[src/rtl/ex_mem_hs_pkg.sv]
`default_nettype none
// ---------------------------------------------------------------------------
// ex_mem_hs_pkg : shared state encodings and NOP constants for ex_mem_hs
// Revision 1.0
// ---------------------------------------------------------------------------
package ex_mem_hs_pkg;

  typedef enum logic [1:0] {
    EM_EMPTY = 2'd0,
    EM_ONE   = 2'd1,
    EM_TWO   = 2'd2
  } em_state_t;

  localparam int   ZERO_WORD     = 0;
  localparam int   NOP_REG_ADDR  = 0;
  localparam logic WRITE_DISABLE = 1'b0;

  // Packet = {wd, wreg, wdata, hi, lo, whilo}
  function automatic int pkt_width(input int regaddr_w, input int data_w);
    return regaddr_w + 3 * data_w + 2;
  endfunction

endpackage
`default_nettype wire

[src/rtl/ex_mem_hs_if.sv]
`default_nettype none
// ---------------------------------------------------------------------------
// ex_mem_hs_if : EX->MEM handshake, packet fields, flush and carry return path
// Revision 1.0
// ---------------------------------------------------------------------------
interface ex_mem_hs_if #(
  parameter int DATA_W    = 32,
  parameter int REGADDR_W = 5,
  parameter int CNT_W     = 2
);
  logic                   flush;
  logic                   ex_valid;
  logic                   ex_ready;
  logic [REGADDR_W-1:0]   ex_wd;
  logic                   ex_wreg;
  logic [DATA_W-1:0]      ex_wdata;
  logic [DATA_W-1:0]      ex_hi;
  logic [DATA_W-1:0]      ex_lo;
  logic                   ex_whilo;
  logic                   ex_carry_we;
  logic [2*DATA_W-1:0]    hilo_i;
  logic [CNT_W-1:0]       cnt_i;
  logic                   mem_valid;
  logic                   mem_ready;
  logic [REGADDR_W-1:0]   mem_wd;
  logic                   mem_wreg;
  logic [DATA_W-1:0]      mem_wdata;
  logic [DATA_W-1:0]      mem_hi;
  logic [DATA_W-1:0]      mem_lo;
  logic                   mem_whilo;
  logic [2*DATA_W-1:0]    hilo_o;
  logic [CNT_W-1:0]       cnt_o;
  logic [1:0]             level;

  modport slave (
    input  flush, ex_valid, ex_wd, ex_wreg, ex_wdata, ex_hi, ex_lo, ex_whilo,
           ex_carry_we, hilo_i, cnt_i, mem_ready,
    output ex_ready, mem_valid, mem_wd, mem_wreg, mem_wdata, mem_hi, mem_lo,
           mem_whilo, hilo_o, cnt_o, level
  );

  modport master (
    output flush, ex_valid, ex_wd, ex_wreg, ex_wdata, ex_hi, ex_lo, ex_whilo,
           ex_carry_we, hilo_i, cnt_i, mem_ready,
    input  ex_ready, mem_valid, mem_wd, mem_wreg, mem_wdata, mem_hi, mem_lo,
           mem_whilo, hilo_o, cnt_o, level
  );
endinterface
`default_nettype wire

[src/rtl/ex_mem_hs_skid_buf.sv]
`default_nettype none
// ---------------------------------------------------------------------------
// skid_buf : EMPTY/ONE/TWO valid-ready buffer (TWO only with EX_MEM_SKID_EN)
// Revision 1.0
// ---------------------------------------------------------------------------
module skid_buf
  import ex_mem_hs_pkg::*;
#(
  parameter int W = 8
) (
  input  wire logic         clk,
  input  wire logic         rst,
  input  wire logic         i_flush,
  input  wire logic         i_valid,
  output logic              o_ready,
  input  wire logic [W-1:0] i_data,
  output logic              o_valid,
  input  wire logic         i_ready,
  output logic [W-1:0]      o_data,
  output logic              o_accept,
  output logic [1:0]        o_level
);

  em_state_t        r_state;
  em_state_t        w_state_nxt;
  logic [W-1:0]     r_main;
  logic [W-1:0]     r_skid;
  logic             w_push;
  logic             w_pop;
  logic             w_main_from_in;
  logic             w_main_from_skid;
  logic             w_skid_load;

  assign o_valid = (r_state != EM_EMPTY);

`ifdef EX_MEM_SKID_EN
  // Registered-only ready: MEM backpressure is absorbed by the skid slot.
  assign o_ready = (r_state != EM_TWO);
`else
  assign o_ready = !o_valid || i_ready;
`endif

  assign w_push   = i_valid && o_ready;
  assign w_pop    = o_valid && i_ready;
  assign o_accept = w_push;
  assign o_data   = r_main;
  assign o_level  = r_state;

  always_comb begin
    w_state_nxt      = r_state;
    w_main_from_in   = 1'b0;
    w_main_from_skid = 1'b0;
    w_skid_load      = 1'b0;
    if (i_flush) begin
      w_state_nxt = EM_EMPTY;
    end else begin
      case (r_state)
        EM_EMPTY: begin
          if (w_push) begin
            w_state_nxt    = EM_ONE;
            w_main_from_in = 1'b1;
          end
        end
        EM_ONE: begin
          if (w_push && !w_pop) begin
            w_state_nxt = EM_TWO;
            w_skid_load = 1'b1;
          end else if (w_push && w_pop) begin
            w_main_from_in = 1'b1;
          end else if (w_pop) begin
            w_state_nxt = EM_EMPTY;
          end
        end
        EM_TWO: begin
          if (w_pop) begin
            w_state_nxt      = EM_ONE;
            w_main_from_skid = 1'b1;
          end
        end
        default: w_state_nxt = EM_EMPTY;
      endcase
    end
  end

  always_ff @(posedge clk) begin
    if (rst) begin
      r_state <= EM_EMPTY;
      r_main  <= '0;
      r_skid  <= '0;
    end else begin
      r_state <= w_state_nxt;
      if (i_flush) begin
        r_main <= '0;
        r_skid <= '0;
      end else begin
        if (w_main_from_in) begin
          r_main <= i_data;
        end else if (w_main_from_skid) begin
          r_main <= r_skid;
        end
        if (w_skid_load) begin
          r_skid <= i_data;
        end
      end
    end
  end

endmodule
`default_nettype wire

[src/rtl/ex_mem_hs.sv]
`default_nettype none
// ---------------------------------------------------------------------------
// ex_mem_hs : EX->MEM boundary with valid/ready, bubble masking and multi-cycle
//             carry register; define EX_MEM_SKID_EN for the 2-entry skid. Rev 1.0
// ---------------------------------------------------------------------------
module ex_mem_hs
  import ex_mem_hs_pkg::*;
#(
  parameter int DATA_W    = 32,
  parameter int REGADDR_W = 5,
  parameter int CNT_W     = 2
) (
  input  wire logic   clk,
  input  wire logic   rst,
  ex_mem_hs_if.slave  bus
);

  localparam int PKT_W = pkt_width(REGADDR_W, DATA_W);

  logic [PKT_W-1:0]     w_pkt_in;
  logic [PKT_W-1:0]     w_pkt_out;
  logic                 w_valid;
  logic                 w_accept;
  logic [REGADDR_W-1:0] w_wd;
  logic                 w_wreg;
  logic [DATA_W-1:0]    w_wdata;
  logic [DATA_W-1:0]    w_hi;
  logic [DATA_W-1:0]    w_lo;
  logic                 w_whilo;
  logic [2*DATA_W-1:0]  r_hilo;
  logic [CNT_W-1:0]     r_cnt;

  assign w_pkt_in = {bus.ex_wd, bus.ex_wreg, bus.ex_wdata,
                     bus.ex_hi, bus.ex_lo, bus.ex_whilo};

  skid_buf #(
    .W (PKT_W)
  ) u_skid_buf (
    .clk      (clk),
    .rst      (rst),
    .i_flush  (bus.flush),
    .i_valid  (bus.ex_valid),
    .o_ready  (bus.ex_ready),
    .i_data   (w_pkt_in),
    .o_valid  (w_valid),
    .i_ready  (bus.mem_ready),
    .o_data   (w_pkt_out),
    .o_accept (w_accept),
    .o_level  (bus.level)
  );

  assign {w_wd, w_wreg, w_wdata, w_hi, w_lo, w_whilo} = w_pkt_out;

  // Stale entry contents must never leak to MEM as a real write.
  assign bus.mem_valid = w_valid;
  assign bus.mem_wd    = w_valid ? w_wd    : REGADDR_W'(NOP_REG_ADDR);
  assign bus.mem_wreg  = w_valid ? w_wreg  : WRITE_DISABLE;
  assign bus.mem_wdata = w_valid ? w_wdata : DATA_W'(ZERO_WORD);
  assign bus.mem_hi    = w_valid ? w_hi    : DATA_W'(ZERO_WORD);
  assign bus.mem_lo    = w_valid ? w_lo    : DATA_W'(ZERO_WORD);
  assign bus.mem_whilo = w_valid ? w_whilo : WRITE_DISABLE;

  // An accepted packet marks the end of the multi-cycle op, so it clears carry.
  always_ff @(posedge clk) begin
    if (rst || bus.flush || w_accept) begin
      r_hilo <= '0;
      r_cnt  <= '0;
    end else if (bus.ex_carry_we) begin
      r_hilo <= bus.hilo_i;
      r_cnt  <= bus.cnt_i;
    end
  end

  assign bus.hilo_o = r_hilo;
  assign bus.cnt_o  = r_cnt;

endmodule
`default_nettype wire

[src/flat_wrapper.sv]
// flat-port wrapper written by rule: the top's interface ports become plain ports
module ex_mem_hs_flat import ex_mem_hs_pkg::*;
#(
  parameter int DATA_W    = 32,
  parameter int REGADDR_W = 5,
  parameter int CNT_W     = 2
)
  (clk, rst, bus_flush, bus_ex_valid, bus_ex_wd, bus_ex_wreg, bus_ex_wdata, bus_ex_hi, bus_ex_lo, bus_ex_whilo, bus_ex_carry_we, bus_hilo_i, bus_cnt_i, bus_mem_ready, bus_ex_ready, bus_mem_valid, bus_mem_wd, bus_mem_wreg, bus_mem_wdata, bus_mem_hi, bus_mem_lo, bus_mem_whilo, bus_hilo_o, bus_cnt_o, bus_level);
  ex_mem_hs_if #(.DATA_W(DATA_W), .REGADDR_W(REGADDR_W), .CNT_W(CNT_W)) bus_i ();
  input  wire logic clk;
  input  wire logic rst;
  input wire logic [$bits(bus_i.flush)-1:0] bus_flush;
  input wire logic [$bits(bus_i.ex_valid)-1:0] bus_ex_valid;
  input wire logic [$bits(bus_i.ex_wd)-1:0] bus_ex_wd;
  input wire logic [$bits(bus_i.ex_wreg)-1:0] bus_ex_wreg;
  input wire logic [$bits(bus_i.ex_wdata)-1:0] bus_ex_wdata;
  input wire logic [$bits(bus_i.ex_hi)-1:0] bus_ex_hi;
  input wire logic [$bits(bus_i.ex_lo)-1:0] bus_ex_lo;
  input wire logic [$bits(bus_i.ex_whilo)-1:0] bus_ex_whilo;
  input wire logic [$bits(bus_i.ex_carry_we)-1:0] bus_ex_carry_we;
  input wire logic [$bits(bus_i.hilo_i)-1:0] bus_hilo_i;
  input wire logic [$bits(bus_i.cnt_i)-1:0] bus_cnt_i;
  input wire logic [$bits(bus_i.mem_ready)-1:0] bus_mem_ready;
  output wire logic [$bits(bus_i.ex_ready)-1:0] bus_ex_ready;
  output wire logic [$bits(bus_i.mem_valid)-1:0] bus_mem_valid;
  output wire logic [$bits(bus_i.mem_wd)-1:0] bus_mem_wd;
  output wire logic [$bits(bus_i.mem_wreg)-1:0] bus_mem_wreg;
  output wire logic [$bits(bus_i.mem_wdata)-1:0] bus_mem_wdata;
  output wire logic [$bits(bus_i.mem_hi)-1:0] bus_mem_hi;
  output wire logic [$bits(bus_i.mem_lo)-1:0] bus_mem_lo;
  output wire logic [$bits(bus_i.mem_whilo)-1:0] bus_mem_whilo;
  output wire logic [$bits(bus_i.hilo_o)-1:0] bus_hilo_o;
  output wire logic [$bits(bus_i.cnt_o)-1:0] bus_cnt_o;
  output wire logic [$bits(bus_i.level)-1:0] bus_level;
  assign bus_i.flush = bus_flush;
  assign bus_i.ex_valid = bus_ex_valid;
  assign bus_i.ex_wd = bus_ex_wd;
  assign bus_i.ex_wreg = bus_ex_wreg;
  assign bus_i.ex_wdata = bus_ex_wdata;
  assign bus_i.ex_hi = bus_ex_hi;
  assign bus_i.ex_lo = bus_ex_lo;
  assign bus_i.ex_whilo = bus_ex_whilo;
  assign bus_i.ex_carry_we = bus_ex_carry_we;
  assign bus_i.hilo_i = bus_hilo_i;
  assign bus_i.cnt_i = bus_cnt_i;
  assign bus_i.mem_ready = bus_mem_ready;
  assign bus_ex_ready = bus_i.ex_ready;
  assign bus_mem_valid = bus_i.mem_valid;
  assign bus_mem_wd = bus_i.mem_wd;
  assign bus_mem_wreg = bus_i.mem_wreg;
  assign bus_mem_wdata = bus_i.mem_wdata;
  assign bus_mem_hi = bus_i.mem_hi;
  assign bus_mem_lo = bus_i.mem_lo;
  assign bus_mem_whilo = bus_i.mem_whilo;
  assign bus_hilo_o = bus_i.hilo_o;
  assign bus_cnt_o = bus_i.cnt_o;
  assign bus_level = bus_i.level;
  ex_mem_hs #(.DATA_W(DATA_W), .REGADDR_W(REGADDR_W), .CNT_W(CNT_W)) u_core (.clk(clk), .rst(rst), .bus(bus_i));
endmodule
[config.mk]
export PLATFORM = sky130hd
export DESIGN_NAME = ex_mem_hs_flat
export DESIGN_NICKNAME = d
export VERILOG_FILES = /design/src/rtl/ex_mem_hs_pkg.sv /design/src/rtl/ex_mem_hs_if.sv /design/src/rtl/ex_mem_hs_skid_buf.sv /design/src/rtl/ex_mem_hs.sv /design/src/flat_wrapper.sv
export SDC_FILE = /design/constraint.sdc
export NUM_CORES = 1
export LEC_CHECK = 0
export BUFFER_PORTS_ARGS = -buffer_cell sky130_fd_sc_hd__buf_2
export CAP_MARGIN = 20
export CELL_PAD_IN_SITES_DETAIL_PLACEMENT = 0
export CELL_PAD_IN_SITES_GLOBAL_PLACEMENT = 1
export CORE_ASPECT_RATIO = 1.75
export CORE_MARGIN = 1.5
export CORE_UTILIZATION = 30
export DETAILED_ROUTE_END_ITERATION = 12
export PLACE_DENSITY_LB_ADDON = 0.1
export SLEW_MARGIN = 20
export SYNTH_ARGS = -nofsm -noshare
export SYNTH_HDL_FRONTEND = slang
export SYNTH_SLANG_ARGS = --single-unit
[constraint.sdc]
create_clock -name clk -period 1.6 [get_ports clk]
set_input_delay 0.32 -clock clk [delete_from_list [all_inputs] [get_ports clk]]
set_output_delay 0.32 -clock clk [all_outputs]
set_load 0.005 [all_outputs]
==> results of run 1 <==
==> power by group <==
group / switching, mW / internal [mW]
Combinational: 0.687 / 0.625
Sequential: 0.0603 / 6.91
Clock: 2.71 / 3.61
==> what timing repair did <==
item                       4_1_cts  5_1_grt
hold endpoints to repair        26        0
buffers inserted                 5       19
cloned                           2       25
hold buffers                    26        0
gates resized for setup         31      253
pin swaps                        7       75
setup endpoints to repair      106      250
==> state kept, by name (all words and copies together), names as in the netlist <==
name,cells
u_core.u_skid_buf.o_data,103
u_core.u_skid_buf.r_skid,103
u_core.bus.hilo_o,64
u_core.bus.cnt_o,2
u_core.u_skid_buf.o_level,2
==> area by class of cell <==
cell class | count | share of cell area [%]
Sequential cell | 274 | 32.1
Timing Repair Buffer | 469 | 22.4
Antenna cell | 3 | 0.0439
Multi-Input combinational cell | 764 | 37.0
Clock buffer | 41 | 4.49
Inverter | 3 | 0.0658
Clock inverter | 6 | 0.468
Tap cell | 480 | 3.51
==> worst max-delay path, cell delays in order, from the launching register on <==
cell and delay (ns):
sky130_fd_sc_hd__dfxtp_4 0.34, sky130_fd_sc_hd__or2_4 0.29, sky130_fd_sc_hd__buf_12 0.18, sky130_fd_sc_hd__and2_1 0.18, sky130_fd_sc_hd__buf_2 0.12
==> synthesized netlist by cell type (2+ instances only) <==
library cell / number
sky130_fd_sc_hd__and2b_1: 5
sky130_fd_sc_hd__o311ai_0: 90
sky130_fd_sc_hd__nor2_1: 67
sky130_fd_sc_hd__mux2i_1: 66
sky130_fd_sc_hd__buf_4: 13
sky130_fd_sc_hd__and2_1: 206
sky130_fd_sc_hd__dfxtp_1: 274
sky130_fd_sc_hd__or2_2: 2
sky130_fd_sc_hd__a21oi_1: 103
sky130_fd_sc_hd__o311ai_1: 13
sky130_fd_sc_hd__clkbuf_1: 69
sky130_fd_sc_hd__a32oi_1: 103
sky130_fd_sc_hd__nand2b_1: 2
sky130_fd_sc_hd__nor2b_1: 99
sky130_fd_sc_hd__inv_1: 3
sky130_fd_sc_hd__buf_2: 54
==> through the flow <==
stage,worst slack [ns],cells,utilization [%]
after global routing,-0.463,2040,45.6
after detailed placement,0.0692,1914,37.0
after floorplan,-0.00980,1179,-
after CTS,-0.437,1994,40.6
after global placement,0.0939,1914,37.0
final,-0.400,2040,45.6
==> per-layer routing <==
layer / global-route usage, % / vias up / wire, um
met5: 0 / - / 0
met4: 6.13 / 0 / 812
met3: 2.96 / 44 / 2340
met2: 33.8 / 318 / 22200
met1: 23.3 / 5049 / 18200
li1: - / 5010 / -
==> final timing paths <==
| kind | from | end | slack (ns) | cells past startpoint |
|---|---|---|---|---|
| worst max-delay path | u_core.u_skid_buf.o_level[1] | bus_mem_lo[20] | -0.40 | 4 |
| worst min-delay path | bus_hilo_i[39] | u_core.bus.hilo_o[39] | 0.02 | 3 |
| worst max register to register | u_core.u_skid_buf.o_level[1] | u_core.u_skid_buf.o_data[66] | -0.29 | 12 |
| worst min register to register | u_core.u_skid_buf.r_skid[32] | u_core.u_skid_buf.r_skid[32] | 0.46 | 1 |
==> logic make-up (layout without fill, tap and decap cells) <==
group	Yosys count	after routing	synth area share, %
AOI/OAI and AO/OA	313	313	20.6
buffers and inverters	141	519	5.73
DFF	274	274	48.1
muxes	66	66	5.79
other	0	3	0
and+or+nand+nor	385	385	19.8
==> impl_metrics.csv, run 1 <==
group,metric,value,unit
route,via_per_inst,5.11,
timing,total_negative_slack,-62.16,ns
min_path,min_path_type,"primary input to register",
route,finalWirelength,43600,um
clock_network,cts_buffers,27,
outcome,violations,"negative setup slack",
layout,area_delta_synth_final,50.0,%
timing,fin_ws,-0.400,ns
route,detail_route.wl_per_cell,21.4,um
synthesis,synth_top_area_cell,"sky130_fd_sc_hd__dfxtp_1",
layout,top_library_cells_by_usage_in_the_layout_fill_and_taps_aside,"sky130_fd_sc_hd__buf_2, sky130_fd_sc_hd__dfxtp_1, sky130_fd_sc_hd__and2_1",
floorplanning,dieArea,39300,um^2
placement,port_buffers,347,
timing,finalCriticalPeriod,2.00,ns
clock_network,cts_buffer_depth,3,
layout,stdcell_area,17100,um^2
critical_path,timing_worst_setup_path_type,"register to output port",
clock_network,path_clk_slew,0.06,ns
floorplanning,start_util,30.4,%
clock_network,cts_root_buffer,"sky130_fd_sc_hd__clkbuf_16",
route,via_total_after_detailed_routing,10400,
synthesis,synth_edf_count,0,
layout,multi_input_comb_area,6330,um^2
critical_path,cp-start-kind,"register",
critical_path,worst_setup_path_end_kind,"output port",
timing,drv_slew,0,
critical_path,worstPathMaxFanout,56,
placement,detailed_place.area,13900,um^2
clock_network,clk_latency,0.54,ns
synthesis,synth.top_cells.by_area,"sky130_fd_sc_hd__dfxtp_1, sky130_fd_sc_hd__and2_1, sky130_fd_sc_hd__a32oi_1",
route,post_detailed_route_count_of_antenna_violating_nets,0,
placement,detailedPlacementHpwl,24600,um
synthesis,synth_cells,1179,
critical_path,timing.critical_path.required,1.28,ns
global_route,antenna_violations_before_repair,3,
layout,layout.filler_cells,3644,
run,cap_viol_max_count,0,
global_route,vias_in_the_first_global_route,10100,
synthesis,netlist.area_leader.share,48.1,%
synthesis,synth.ff_latch_count,274,
power_and_ir_drop,leakage_power_summed_over_all_cells,7.05,nW
synthesis,distinct_cell_type_count_after_synthesis,26,
route,detail_route.drc_violations,0,
layout,layout_commonest_cell,"sky130_fd_sc_hd__buf_2",
power_and_ir_drop,ir_worst_vdd,871,uV
synthesis,postSynth.asyncResetShare,0,%
floorplanning,design.portCount,348,
clock_network,cts_tree,"yes",
timing,min_period_over_period,125,%
layout,fin_nets,1714,
synthesis,synthesis.nets,1354,
floorplanning,chipHeight,261,um
timing,max_slew_margin,60.2,%
layout,final-seq-area,5490,um^2
route,drt_first_iter_violations,484,
global_route,globalRouteOverflowTotal,0,
outcome,status,"finished, violations left",
synthesis,ys.warnings.count,0,
timing,timing.final.setup_violations,275,
synthesis,synth-main-ff-cell,"sky130_fd_sc_hd__dfxtp_1",
placement,gpl.final_weighted_congestion,0.728,
timing,final-hold-violation-count,0,
timing,timing.hold.ws,0.0239,ns
timing,maxClockFrequency,500,MHz
synthesis,syn-mean-instance-area,9.68,um^2
timing,rsz0062_at_grt,"yes",
global_route,grt_start_max_net_pins,67,
clock_network,clock_sinks,274,
clock_network,ctsHtreeMaxLevel,1,
floorplanning,placeableCoreArea,37500,um^2
global_route,grt_pass1_wl,58800,um
global_route,globalRouteTotalUtil,19.0,%
critical_path,critPathArrivalTime,1.68,ns
floorplanning,die_w,150,um
timing,timing.clock.skew,0.0190,ns
synthesis,synth_seq_area_share,48.1,%
power_and_ir_drop,p_per_area,853,nW/um^2
layout,post_route_cells_drive_above_1_share,39.2,%
route,drt-pass1-iter-count,5,
floorplanning,rows,94,
timing,worst-slew-pin-transition,0.597,ns
power_and_ir_drop,power,14.6,mW
synthesis,synthesis.area,11400,um^2
Power figures use the tool's default switching activity.
==> inputs of run 2 (changes only) <==
- REMOVE_ABC_BUFFERS: unset -> 1
==> run 2 against run 1 <==
  * The run still ends with negative setup slack left
  * Non-clock buffer count is 5 lower
  * Die area stayed put
  * Combinational power is 4% lower
  * Design area is 8.3% lower
  * First-iteration DRC count is 2.5% lower
  * Worst setup slack better by 0.0090 ns
  * Flip-flop and latch count stayed put
  * Largest power group unchanged
  * Highest routed layer is now met5
==> impl_metrics.csv, run 2 (synthesized netlist as in run 1, its figures left out) <==
group,metric,value,unit
outcome,status,"finished, violations left",
outcome,violations,"negative setup slack",
floorplanning,start_util,30.4,%
layout,layout_commonest_cell,"sky130_fd_sc_hd__buf_2",
timing,total_negative_slack,-38.25,ns
layout,stdcell_area,15700,um^2
critical_path,worstRegToRegCells,6,
floorplanning,chipHeight,261,um
timing,max_slew_margin,72.9,%
critical_path,timing.critical_path.required,1.28,ns
placement,detailedPlacementHpwl,25100,um
layout,fin_nets,1710,
power_and_ir_drop,p_per_area,946,nW/um^2
layout,top_library_cells_by_usage_in_the_layout_fill_and_taps_aside,"sky130_fd_sc_hd__buf_2, sky130_fd_sc_hd__dfxtp_1, sky130_fd_sc_hd__and2_1",
placement,detailed_place.area,13800,um^2
placement,gpl.final_weighted_congestion,0.731,
floorplanning,die_w,150,um
global_route,grt_pass1_wl,60300,um
placement,dp_slack,0.0299,ns
clock_network,cts_tree,"yes",
clock_network,ctsHtreeMaxLevel,1,
placement,port_buffers,347,
route,drt-pass1-iter-count,4,
critical_path,max_incr_delay_on_cp,0.34,ns
route,detail_route.wl_per_cell,20.5,um
clock_network,clock_sinks,274,
clock_network,path_clk_slew,0.06,ns
timing,final-hold-violation-count,0,
floorplanning,dieArea,39300,um^2
global_route,vias_in_the_first_global_route,10300,
global_route,globalRouteTotalUtil,19.7,%
timing,finalCriticalPeriod,1.99,ns
layout,layout.filler_cells,3756,
global_route,grt_start_max_net_pins,58,
route,via_per_inst,5.08,
layout,multi_input_comb_area,5360,um^2
critical_path,worstPathMaxFanout,33,
timing,min_period_over_period,124,%
critical_path,cp-start-kind,"register",
critical_path,timing_worst_setup_path_type,"register to output port",
min_path,min_path_type,"primary input to register",
floorplanning,placeableCoreArea,37500,um^2
run,cap_viol_max_count,0,
power_and_ir_drop,ir_worst_vdd,695,uV
power_and_ir_drop,leakage_power_summed_over_all_cells,6.63,nW
clock_network,cts_buffers,28,
timing,timing.final.setup_violations,106,
timing,rsz0062_at_grt,"yes",
timing,worst-slew-pin-transition,0.406,ns
floorplanning,rows,94,
route,detail_route.drc_violations,0,
layout,post_route_cells_drive_above_1_share,29.8,%
route,post_detailed_route_count_of_antenna_violating_nets,0,
clock_network,cts_buffer_depth,3,
critical_path,cpMaxStageDelayCell,"sky130_fd_sc_hd__dfxtp_4",
layout,final-seq-area,5490,um^2
floorplanning,design.portCount,348,
clock_network,clk_latency,0.55,ns
critical_path,worst_setup_path_end_kind,"output port",
critical_path,crit_path_cell_chain,"or2_4 -> buf_12 -> and2_1 -> buf_2",
timing,drv_slew,0,
timing,fin_ws,-0.391,ns
clock_network,cts_root_buffer,"sky130_fd_sc_hd__clkbuf_16",
timing,maxClockFrequency,502,MHz
global_route,antenna_violations_before_repair,3,
layout,area_delta_synth_final,37.6,%
timing,timing.clock.skew,0.00669,ns
critical_path,critPathArrivalTime,1.67,ns
route,via_total_after_detailed_routing,10300,
route,drt_first_iter_violations,472,
min_path,min_delay_path_depth,3,
global_route,globalRouteOverflowTotal,0,
route,finalWirelength,41800,um
==> run 2: cell count changes in the layout (fill, tap and decap cells not counted), moves of 13 or more <==
| cell | change |
|---|---|
| sky130_fd_sc_hd__dlygate4sd3_1 | +35 |
| sky130_fd_sc_hd__a32oi_1 | +30 |
| sky130_fd_sc_hd__a32oi_2 | -30 |
| sky130_fd_sc_hd__o311ai_4 | -29 |
| sky130_fd_sc_hd__buf_6 | -25 |
| sky130_fd_sc_hd__o311ai_1 | +24 |
| sky130_fd_sc_hd__o311ai_0 | +19 |
| sky130_fd_sc_hd__o311ai_2 | -14 |
| sky130_fd_sc_hd__a21oi_1 | +13 |
| sky130_fd_sc_hd__a21oi_2 | -13 |
| sky130_fd_sc_hd__clkbuf_16 | -13 |
==> run 2: area by class of cell <==
cell class / count / area share, %
repair buffers: 464 / 21.1
clock inverters: 3 / 0.255
clock buffers: 49 / 5.61
diodes: 1 / 0.0159
multi-input cells: 764 / 34.1
inverters: 3 / 0.0717
well taps: 480 / 3.82
flip-flops and latches: 274 / 35.0
==> run 2: layer usage <==
layer  wire length [um]  track usage [%]  up-vias
met1              16800             22.9     4918
li1                   -                -     4972
met5                 21                0        -
met3               3130             4.20       71
met4               1270             7.30        4
met2              20600             35.1      384
==> run 2: through the flow <==
stage,std cells,hold WS (ns),total power [mW],util [%]
5_1_grt,2037,0.0211,15.4,41.9
2_1_floorplan,1041,0.399,7.58,-
6_report,2038,0.0295,14.9,41.9
3_5_place_dp,1911,0.444,8.25,36.9
4_1_cts,2027,0.00335,15.1,41.4
3_3_place_gp,1911,0.442,8.24,36.9
==> run 2: path summary, 6_finish.rpt <==
check / slack [ns] / endpoint / startpoint
max: -0.39 / bus_mem_lo[28] / u_core.u_skid_buf.o_level[1]
min: 0.03 / u_core.bus.hilo_o[4] / bus_hilo_i[4]
max reg2reg: 0.03 / u_core.u_skid_buf.o_data[20] / u_core.u_skid_buf.o_level[1]
min reg2reg: 0.46 / u_core.u_skid_buf.r_skid[96] / u_core.u_skid_buf.r_skid[96]
==> run 2: repair_timing <==
| item | CTS | global route |
|---|---|---|
| endpoints found under the hold margin | 61 | 0 |
| cloned | 3 | 3 |
| hold buffers | 61 | 0 |
| gates resized for setup | 13 | 57 |
| pin swaps | 3 | 1 |
| setup endpoints to repair | 106 | 169 |
| buffers inserted | 0 | 7 |
==> run 2: power by group <==
group / internal (mW) / switching (mW)
Combinational: 0.630 / 0.630
Sequential: 6.91 / 0.0500
Clock: 3.86 / 2.78
Total: 11.4 / 3.46
==> run 2: critical path: cells and delay by family, from the launching register on <==
| family | cells | cell delay, ns |
|---|---|---|
| DFF | 1 | 0.34 |
| buffers and inverters | 2 | 0.32 |
| and+or+nand+nor | 2 | 0.46 |
==> inputs of run 3 (changes only) <==
- RECOVER_POWER: unset -> 25
==> run 3 against run 2 <==
  * The flow still finishes with violations (negative setup slack)
  * Worst setup slack improved by 0.0027 ns
  * Final cell count is the same
  * Flip-flop and latch count unchanged
  * Fmax grew 0.14%
  * Via count rose by 0.31%
  * Wire length rose by 0.23%
  * Sequential share of layout area grew 0.087 points
  * Total power is essentially flat
  * Non-clock buffer count unchanged
  * Sequential power is essentially flat
  * Utilization decreased by 0.10 points
  * Highest routed layer unchanged
==> impl_metrics.csv, run 3 (synthesized netlist as in run 1, its figures left out) <==
group,metric,value,unit
clock_network,path_clk_slew,0.06,ns
clock_network,ctsHtreeMaxLevel,1,
layout,post_route_cells_drive_above_1_share,29.7,%
global_route,antenna_violations_before_repair,3,
clock_network,cts_buffer_depth,3,
layout,area_delta_synth_final,37.3,%
global_route,vias_in_the_first_global_route,10300,
critical_path,worstRegToRegCells,7,
layout,layout_commonest_cell,"sky130_fd_sc_hd__buf_2",
floorplanning,start_util,30.4,%
placement,port_buffers,347,
critical_path,cpMaxStageDelayCell,"sky130_fd_sc_hd__dfxtp_4",
critical_path,worstPathMaxFanout,30,
clock_network,cts_buffers,28,
critical_path,timing.rr.start,"u_core.u_skid_buf.o_level[1]",
route,detail_route.drc_violations,0,
clock_network,cts_root_buffer,"sky130_fd_sc_hd__clkbuf_16",
timing,timing.clock.skew,0.00656,ns
critical_path,ff2ff_setup_slack,0.03,ns
run,cap_viol_max_count,0,
timing,fin_ws,-0.389,ns
critical_path,critical-path-top-delay-family,"simple AND/OR/NAND/NOR gates",
global_route,globalRouteTotalUtil,19.7,%
timing,final-hold-violation-count,0,
floorplanning,design.portCount,348,
power_and_ir_drop,p_per_area,949,nW/um^2
critical_path,cp-start-kind,"register",
outcome,violations,"negative setup slack",
critical_path,timing.critical_path.required,1.28,ns
global_route,top_usage_layer,"met2",
placement,dp_cells,1911,
clock_network,clk_latency,0.55,ns
critical_path,timing_worst_setup_path_type,"register to output port",
timing,drv_slew,0,
route,finalWirelength,41900,um
global_route,gr-usage-met1,22.9,%
min_path,min_delay_path_depth,3,
global_route,global_route.usage.met3,4.20,%
floorplanning,dieArea,39300,um^2
clock_network,clock_sinks,274,
timing,worst-slew-pin-transition,1.12,ns
timing,min_period_over_period,124,%
timing,rsz0062_at_grt,"yes",
outcome,status,"finished, violations left",
critical_path,critPathArrivalTime,1.67,ns
layout,fin_nets,1710,
timing,maxClockFrequency,503,MHz
clock_network,cts_tree,"yes",
power_and_ir_drop,ir_worst_vdd,693,uV
route,post_detailed_route_count_of_antenna_violating_nets,0,
timing,max_slew_margin,25.1,%
critical_path,regToRegEndpoint,"u_core.u_skid_buf.o_data[31]",
layout,stdcell_count,2038,
route,via_total_after_detailed_routing,10400,
floorplanning,chipHeight,261,um
min_path,timing.hold.worst_endpoint,"u_core.bus.hilo_o[4]",
power_and_ir_drop,leakage_power_summed_over_all_cells,6.61,nW
route,detail_route.wl_per_cell,20.5,um
global_route,grtUsageMet2,35.1,%
placement,detailedPlacementHpwl,25100,um
critical_path,worst_setup_path_end_kind,"output port",
layout,top_library_cells_by_usage_in_the_layout_fill_and_taps_aside,"sky130_fd_sc_hd__buf_2, sky130_fd_sc_hd__dfxtp_1, sky130_fd_sc_hd__and2_1",
timing,timing.hold.ws,0.0294,ns
global_route,grt_pass1_wl,60300,um
floorplanning,placeableCoreArea,37500,um^2
min_path,min_path_type,"primary input to register",
floorplanning,rows,94,
critical_path,crit_path_cell_chain,"or2_4 -> buf_12 -> and2_1 -> buf_2",
power_and_ir_drop,power,14.9,mW
route,drt_first_iter_violations,404,
route,via_per_inst,5.09,
placement,gpl.final_weighted_congestion,0.731,
floorplanning,die_w,150,um
global_route,globalRouteOverflowTotal,0,
min_path,timing.hold.worst.start,"bus_hilo_i[4]",
timing,timing.final.setup_violations,106,
critical_path,max_incr_delay_on_cp,0.34,ns
global_route,grt_start_max_net_pins,58,
critical_path,crit_buf_inv,2,
route,drt-pass1-iter-count,4,
timing,finalCriticalPeriod,1.99,ns
-- run 3: cell types whose count changed in the layout (fill, tap and decap cells not counted) --
cell                       before  now
sky130_fd_sc_hd__and2_0         0   15
sky130_fd_sc_hd__and2_1       197  182
sky130_fd_sc_hd__buf_12        27   25
sky130_fd_sc_hd__clkbuf_2       0    2
sky130_fd_sc_hd__buf_2        336  335
sky130_fd_sc_hd__clkbuf_1      12   13
sky130_fd_sc_hd__nor2_1        66   67
sky130_fd_sc_hd__nor2_4         1    0
-- run 3: layer usage --
layer | wire (um) | part of all wire [%]
met3 | 3130 | 7.5
met5 | 21 | 0.050
met2 | 20600 | 49
met1 | 16900 | 40
met4 | 1270 | 3.0
-- run 3: layout make-up --
type	instances	area [um^2]
fill	3762	21900
sequential	274	5490
multi-input combinational	764	5360
timing repair buffer	464	3290
clock buffer	49	881
tap	480	601
clock inverter	3	40.0
inverter	3	11.3
antenna	1	2.50
-- run 3: how the worst max path moves through the flow --
stage / from / to / slack (ns) / cells after the start
floorplan: u_core.u_skid_buf.o_level[1] / u_core.u_skid_buf.o_data[0] / -5.13 / 3
global placement: u_core.u_skid_buf.o_level[1] / bus_mem_hi[18] / 0.05 / 4
detailed placement: bus_flush / u_core.u_skid_buf.o_data[21] / 0.03 / 5
CTS: u_core.u_skid_buf.o_level[1] / bus_mem_lo[28] / -0.43 / 4
global route: u_core.u_skid_buf.o_level[1] / bus_mem_hi[28] / -0.45 / 4
finish: u_core.u_skid_buf.o_level[1] / bus_mem_hi[28] / -0.39 / 4
-- run 3: what timing repair did --
item / CTS / global route
endpoints found under the setup margin: 106 / 169
pin swaps: 3 / 1
endpoints found under the hold margin: 61 / 0
hold buffers: 61 / 0
cloned: 3 / 3
gates resized for setup: 13 / 57
setup buffers: 0 / 7
-- run 3: worst min-delay path: stages --
cell	delay, ns
sky130_fd_sc_hd__buf_2	0.08
sky130_fd_sc_hd__mux2i_1	0.06
sky130_fd_sc_hd__nor2_1	0.07
-- run 3: power breakdown --
| part | internal [mW] | leakage [nW] | total, mW | switching (mW) |
|---|---|---|---|---|
| Clock | 3.86 | 0.451 | 6.65 | 2.79 |
| Sequential | 6.91 | 2.22 | 6.96 | 0.0502 |
| Combinational | 0.620 | 3.94 | 1.25 | 0.628 |
| Total | 11.4 | 6.61 | 14.9 | 3.47 |
-- run 3: stage by stage --
step | worst slack [ns] | setup TNS, ns | area, um^2 | utilization (%)
global placement | 0.0465 | 0 | 13800 | 36.9
global route | -0.452 | -44.94 | 15700 | 41.7
CTS | -0.429 | -41.98 | 15500 | 41.4
finish | -0.389 | -38.45 | 15700 | 41.8
floorplan | -5.13 | -1218.58 | 10800 | -
detailed placement | 0.0299 | 0 | 13800 | 36.9
